[config.mk]
export PLATFORM = sky130hd
export DESIGN_NAME = div8u4_seq
export DESIGN_NICKNAME = d
export VERILOG_FILES = /design/src/rtl/div_pkg.sv /design/src/rtl/div8u4_seq_mulchk_u.sv /design/src/rtl/div8u4_seq.sv
export SDC_FILE = /design/constraint.sdc
export NUM_CORES = 1
export LEC_CHECK = 0
export ABC_AREA = 1
export CORE_MARGIN = 10
export CORE_UTILIZATION = 44
export DETAILED_ROUTE_END_ITERATION = 8
export MAX_ROUTING_LAYER = met4
export PLACE_DENSITY = 0.72
export SETUP_SLACK_MARGIN = 0.3
export SLEW_MARGIN = 5
export SYNTH_ARGS = -nofsm -noshare
export SYNTH_HDL_FRONTEND = slang
export SYNTH_SLANG_ARGS = --single-unit
[constraint.sdc]
create_clock -name clk -period 3.38 [get_ports clk]
set_input_delay 0.338 -clock clk [delete_from_list [all_inputs] [get_ports clk]]
set_output_delay 0.338 -clock clk [all_outputs]
set_load 0.01 [all_outputs]
[src/rtl/div_pkg.sv]
// Shared definitions for the sequential unsigned divider.
//   state_t      : controller states
//   DW_DEF/VW_DEF: default dividend/quotient and divisor/remainder widths
//   DBZ_QUOTIENT : quotient reported on divide-by-zero (all ones, sliced to DW)
package div_pkg;

  localparam int unsigned DW_DEF = 8;
  localparam int unsigned VW_DEF = 4;

  localparam logic [63:0] DBZ_QUOTIENT = '1;

  typedef enum logic [1:0] {
    IDLE  = 2'd0,
    CALC  = 2'd1,
    CHECK = 2'd2,
    HOLD  = 2'd3
  } state_t;

endpackage

[src/rtl/div8u4_seq_mulchk_u.sv]
// Combinational unsigned multiply-accumulate used to verify a division result.
//   q   : quotient (DW bits)
//   d   : divisor (VW bits)
//   r   : remainder (VW bits)
//   sum : q*d + r at DW+VW bits (cannot overflow for r < d)
module mulchk_u #(
  parameter int unsigned DW = 8,
  parameter int unsigned VW = 4
) (
  input  logic [DW-1:0]    q,
  input  logic [VW-1:0]    d,
  input  logic [VW-1:0]    r,
  output logic [DW+VW-1:0] sum
);

  always_comb begin
    sum = (DW+VW)'(q) * (DW+VW)'(d) + (DW+VW)'(r);
  end

endmodule

[src/rtl/div8u4_seq.sv]
// Sequential unsigned restoring divider, one quotient bit per clock,
// with a multiply-back self-check of every result.
//   clk, rst             : clock (rising edge), synchronous active-high reset
//   in_valid / in_ready  : operand handshake (ready only when idle)
//   dividend, divisor    : DW-bit and VW-bit unsigned operands
//   out_valid / out_ready: result handshake
//   quotient, remainder  : DW-bit and VW-bit unsigned result
//   dbz                  : divisor was zero (qualified by out_valid)
//   check_err            : q*d + r did not reproduce the dividend, or r >= d
module div8u4_seq
  import div_pkg::*;
#(
  parameter int unsigned DW = DW_DEF,
  parameter int unsigned VW = VW_DEF
) (
  input  logic          clk,
  input  logic          rst,
  input  logic          in_valid,
  output logic          in_ready,
  input  logic [DW-1:0] dividend,
  input  logic [VW-1:0] divisor,
  output logic          out_valid,
  input  logic          out_ready,
  output logic [DW-1:0] quotient,
  output logic [VW-1:0] remainder,
  output logic          dbz,
  output logic          check_err
);

  localparam int unsigned CW = (DW > 1) ? $clog2(DW) : 1;

  state_t          state, state_n;
  logic [DW-1:0]   q;       // quotient shift register, starts holding the dividend
  logic [VW:0]     rem;     // partial remainder, one guard bit wide
  logic [VW-1:0]   d;       // latched divisor
  logic [DW-1:0]   dvd;     // latched dividend for the self-check
  logic [CW-1:0]   cnt;
  logic            err_r;
  logic            dbz_r;

  logic [VW:0]     t;
  logic            ge;
  logic [VW:0]     rem_n;
  logic [DW-1:0]   q_n;
  logic [DW+VW-1:0] chk_sum;

  mulchk_u #(.DW(DW), .VW(VW)) u_mulchk (
    .q   (q),
    .d   (d),
    .r   (rem[VW-1:0]),
    .sum (chk_sum)
  );

  always_comb begin
    state_n = state;
    t       = {rem[VW-1:0], q[DW-1]};
    ge      = (t >= {1'b0, d});
    rem_n   = ge ? (t - {1'b0, d}) : t;
    q_n     = {q[DW-2:0], ge};
    case (state)
      IDLE:  if (in_valid) state_n = (divisor == '0) ? HOLD : CALC;
      CALC:  if (cnt == CW'(DW-1)) state_n = CHECK;
      CHECK: state_n = HOLD;
      HOLD:  if (out_ready) state_n = IDLE;
      default: state_n = IDLE;
    endcase
  end

  always_ff @(posedge clk) begin
    if (rst) begin
      state <= IDLE;
      q     <= '0;
      rem   <= '0;
      d     <= '0;
      dvd   <= '0;
      cnt   <= '0;
      dbz_r <= 1'b0;
      err_r <= 1'b0;
    end else begin
      state <= state_n;
      case (state)
        IDLE: begin
          if (in_valid) begin
            dvd   <= dividend;
            d     <= divisor;
            cnt   <= '0;
            err_r <= 1'b0;
            if (divisor == '0) begin
              q     <= DBZ_QUOTIENT[DW-1:0];
              rem   <= {1'b0, dividend[VW-1:0]};
              dbz_r <= 1'b1;
            end else begin
              q     <= dividend;
              rem   <= '0;
              dbz_r <= 1'b0;
            end
          end
        end
        CALC: begin
          q   <= q_n;
          rem <= rem_n;
          cnt <= cnt + 1'b1;
        end
        CHECK: begin
          err_r <= (chk_sum != {{VW{1'b0}}, dvd}) || (rem >= {1'b0, d});
        end
        default: ;
      endcase
    end
  end

  assign in_ready  = (state == IDLE);
  assign out_valid = (state == HOLD);
  assign quotient  = q;
  assign remainder = rem[VW-1:0];
  assign dbz       = dbz_r;
  assign check_err = err_r;

endmodule

==> impl_metrics.toml <==
[setup_path]
cp-start-kind = "flop"
max_stage_delay_ns = 0.48
crit_arrival_ns = 3.49
path_delay_family = "adder cells"
cp.required_ns = 3.54
crit_fanout = 6
cpMostUsedCell = "nand2_1"
cp-end-kind = "flop"
r2r_slack_ns = 0.05
critPathBufInv = 4
r2r-end = "check_err"
cp_slowest_cell = "fa_1"
reg2reg_from = "d[1]"
rr_worst_depth = 20
path_class = "reg2reg"
crit_path_cell_trace = "nand2_2 -> fa_1 -> fa_1 -> inv_1 -> fa_1 -> ha_4 -> buf_6 -> inv_2 -> nand2_2 -> nand2_1 -> nand2_1 -> nand2_1 -> inv_1 -> nand2_1 -> nor2_1 -> nand2_1 -> nor2_2 -> nand3_1 -> nand2_1 -> a21oi_2"

[die]
ios = 32
die_x_um = 104
start_util = 0.455
dieArea_um2 = 10800
num_rows = 30
die_y_um = 104
core-area_um2 = 6830

[routing]
dr.pass1.iters = 4
drc = 0
vias = 2928
vias_per_cell = 5.08
antenna_left = 0
dr.first_iter.drc_count = 106
wl_per_cell_um = 13.9
wl_um = 8000

[synthesis]
yosys_warnings = 0
synthArstFlopShare = 0
synth_cells = 439
synth_mux_area_frac = 0.00322
synth_cell_types = 40
syn_nets = 510
ys_ff_latch = 32
synth_top_family_by_area = "adder cells"
syn_area_um2 = 3110
synth_xor_area_frac = 0.0145
synth_top_area_share = 0.206
synth-compound-area-share = 0.163
seq_area_frac_synth = 0.206
synthSimpleGateAreaFrac = 0.233
syn_avg_cell_area_um2 = 7.09
synthAdderAreaFrac = 0.260
synth_top_flop_cell = "dfxtp_1"
synth_area_leaders = "dfxtp_1, ha_1, nand2_1, fa_1, inv_1"
yosysTopAreaCell = "dfxtp_1"
synth_edf_count = 0

[sta]
fin_crit_sh = 0.986
slew_headroom = 0.575
worstMarginPinSlew_ns = 0.635
finalMaxSlewViolations = 0
fin_setup_tns_ns = 0
max_freq_mhz = 300
skew_ns = 0.00413
fin_crit_ns = 3.33
setup_viol = 0
hold_violations = 0
rsz0062_at_grt = "yes"

[grt]
grt_pass1_wl_um = 13500
grt_start_max_net_pins = 22
grt_pass1_vias = 2931
grt.overflow.total = 0
antenna_found_initial = 0
grt.total_usage = 0.151

[clock_network]
clk_pin_slew_ns = 0.07
ctsHoldBuffers = 0
tritoncts = "yes"
clockRootBuffer = "clkbuf_8"
insertion_delay_ns = 0.29
htreeDepth = 2
cts_buffers = 5
clockBufferDepth = 2
cts.sinks = 32

[power]
p_switching_mw = 1.42
pwr-share-comb = 0.666
seq_power_share = 0.223
p_leak_nw = 1.88
p_int_mw = 1.54
ir_drop_mv = 0.652
powerDensity_nw_per_um2 = 776
switching_share = 0.480
clockPowerShare = 0.111

[place]
numPortBuffers = 31
placed_area_um2 = 3600
gp_congestion = 0.853
dp_hpwl_um = 6480

[worst_hold_path]
hp-start = "cnt[1]"
holdPathEnd = "cnt[1]"
holdPathStages = 2
holdCritPathClass = "reg2reg"

[layout]
drive_above_1_share = 0.152
syn2layout_area_growth_pct = 22.6
nets = 551
layout_commonest_cell = "nand2_1"
post-route-util = 0.558
stdcell_area_um2 = 3810
insertedDiodeCount = 0
final_cell_mix = "nand2_1, inv_1, ha_1"

[flow_run]
cap_violations = 0

[outcome]
status = "complete, no violations"
## cells in the mapped netlist, types with 3 or more instances
master,n
a21oi_1,32
a21oi_2,7
a221oi_1,3
buf_2,4
buf_4,4
clkbuf_1,9
dfxtp_1,32
fa_1,16
ha_1,39
inv_1,75
nand2_1,107
nand2_2,4
nand3_1,17
nor2_1,32
o21ai_0,25
o21ai_2,3
o221ai_1,3
## power by group through the flow
stage	logic (mW)	clock network, mW	registers (mW)
floorplan	1.30	0	0.638
global placement	1.80	0	0.657
detailed placement	1.83	0	0.662
CTS	1.89	0.332	0.655
global route	2.20	0.349	0.679
finish	1.97	0.327	0.660
## flip-flops by register name, indices dropped and copies added (netlist names)
name	count
check_err	1
dvd	8
quotient	8
dbz	1
cnt	3
rem	5
state	2
d	4
## worst max-delay path by stage
| stage | startpoint | endpoint | slack [ns] | cells after the start |
|---|---|---|---|---|
| after floorplan | d[1] | check_err | 0.16 | 14 |
| after global placement | d[2] | check_err | -0.07 | 16 |
| after detailed placement | d[2] | check_err | -0.08 | 17 |
| after CTS | quotient[2] | check_err | 0.06 | 17 |
| after global routing | quotient[2] | check_err | -0.12 | 17 |
| final | d[1] | check_err | 0.05 | 20 |
## layout make-up
class / count / area (µm²)
fill: 650 / 3020
multi-input combinational: 313 / 2180
sequential: 32 / 662
timing repair buffer: 51 / 464
inverter: 77 / 289
tap: 96 / 120
clock buffer: 7 / 96.3
## metrics by stage
step	cells	hold WS, ns	power (mW)	worst slack [ns]
after floorplan	439	0.416	1.94	0.163
after global placement	565	0.456	2.46	-0.0680
after detailed placement	565	0.462	2.50	-0.0821
after CTS	575	0.472	2.88	0.0560
after global routing	576	0.492	3.23	-0.124
final	576	0.469	2.96	0.0465
## routing by layer
metal | global-route usage | part of all wire | vias up
li1 | - | - | 1485
met3 | 0.0223 | 0.050 | 13
met1 | 0.182 | 0.46 | 1338
met5 | - | 0 | -
met2 | 0.257 | 0.48 | 92
met4 | 0.0368 | 0.015 | 0
## worst min-delay path, cell delays in order (launching register included)
cell and delay, ns:
dfxtp_1 0.31, nand2_1 0.06, a21oi_1 0.05
## what timing repair did
action / CTS / global route
pin swaps: 8 / 4
resized for setup: 9 / 13
buffers inserted: 3 / 1
setup endpoints to repair: 1 / 1
## logic make-up after synthesis
group	after synthesis
AO/OA/AOI/OAI	83
flip-flops	32
XOR/XNOR	3
multiplexers	1
adder cells (fa/ha/maj)	55
AND/OR/NAND/NOR	171
buffers and inverters	94
Note: power is estimated with default switching activity, not from simulation.
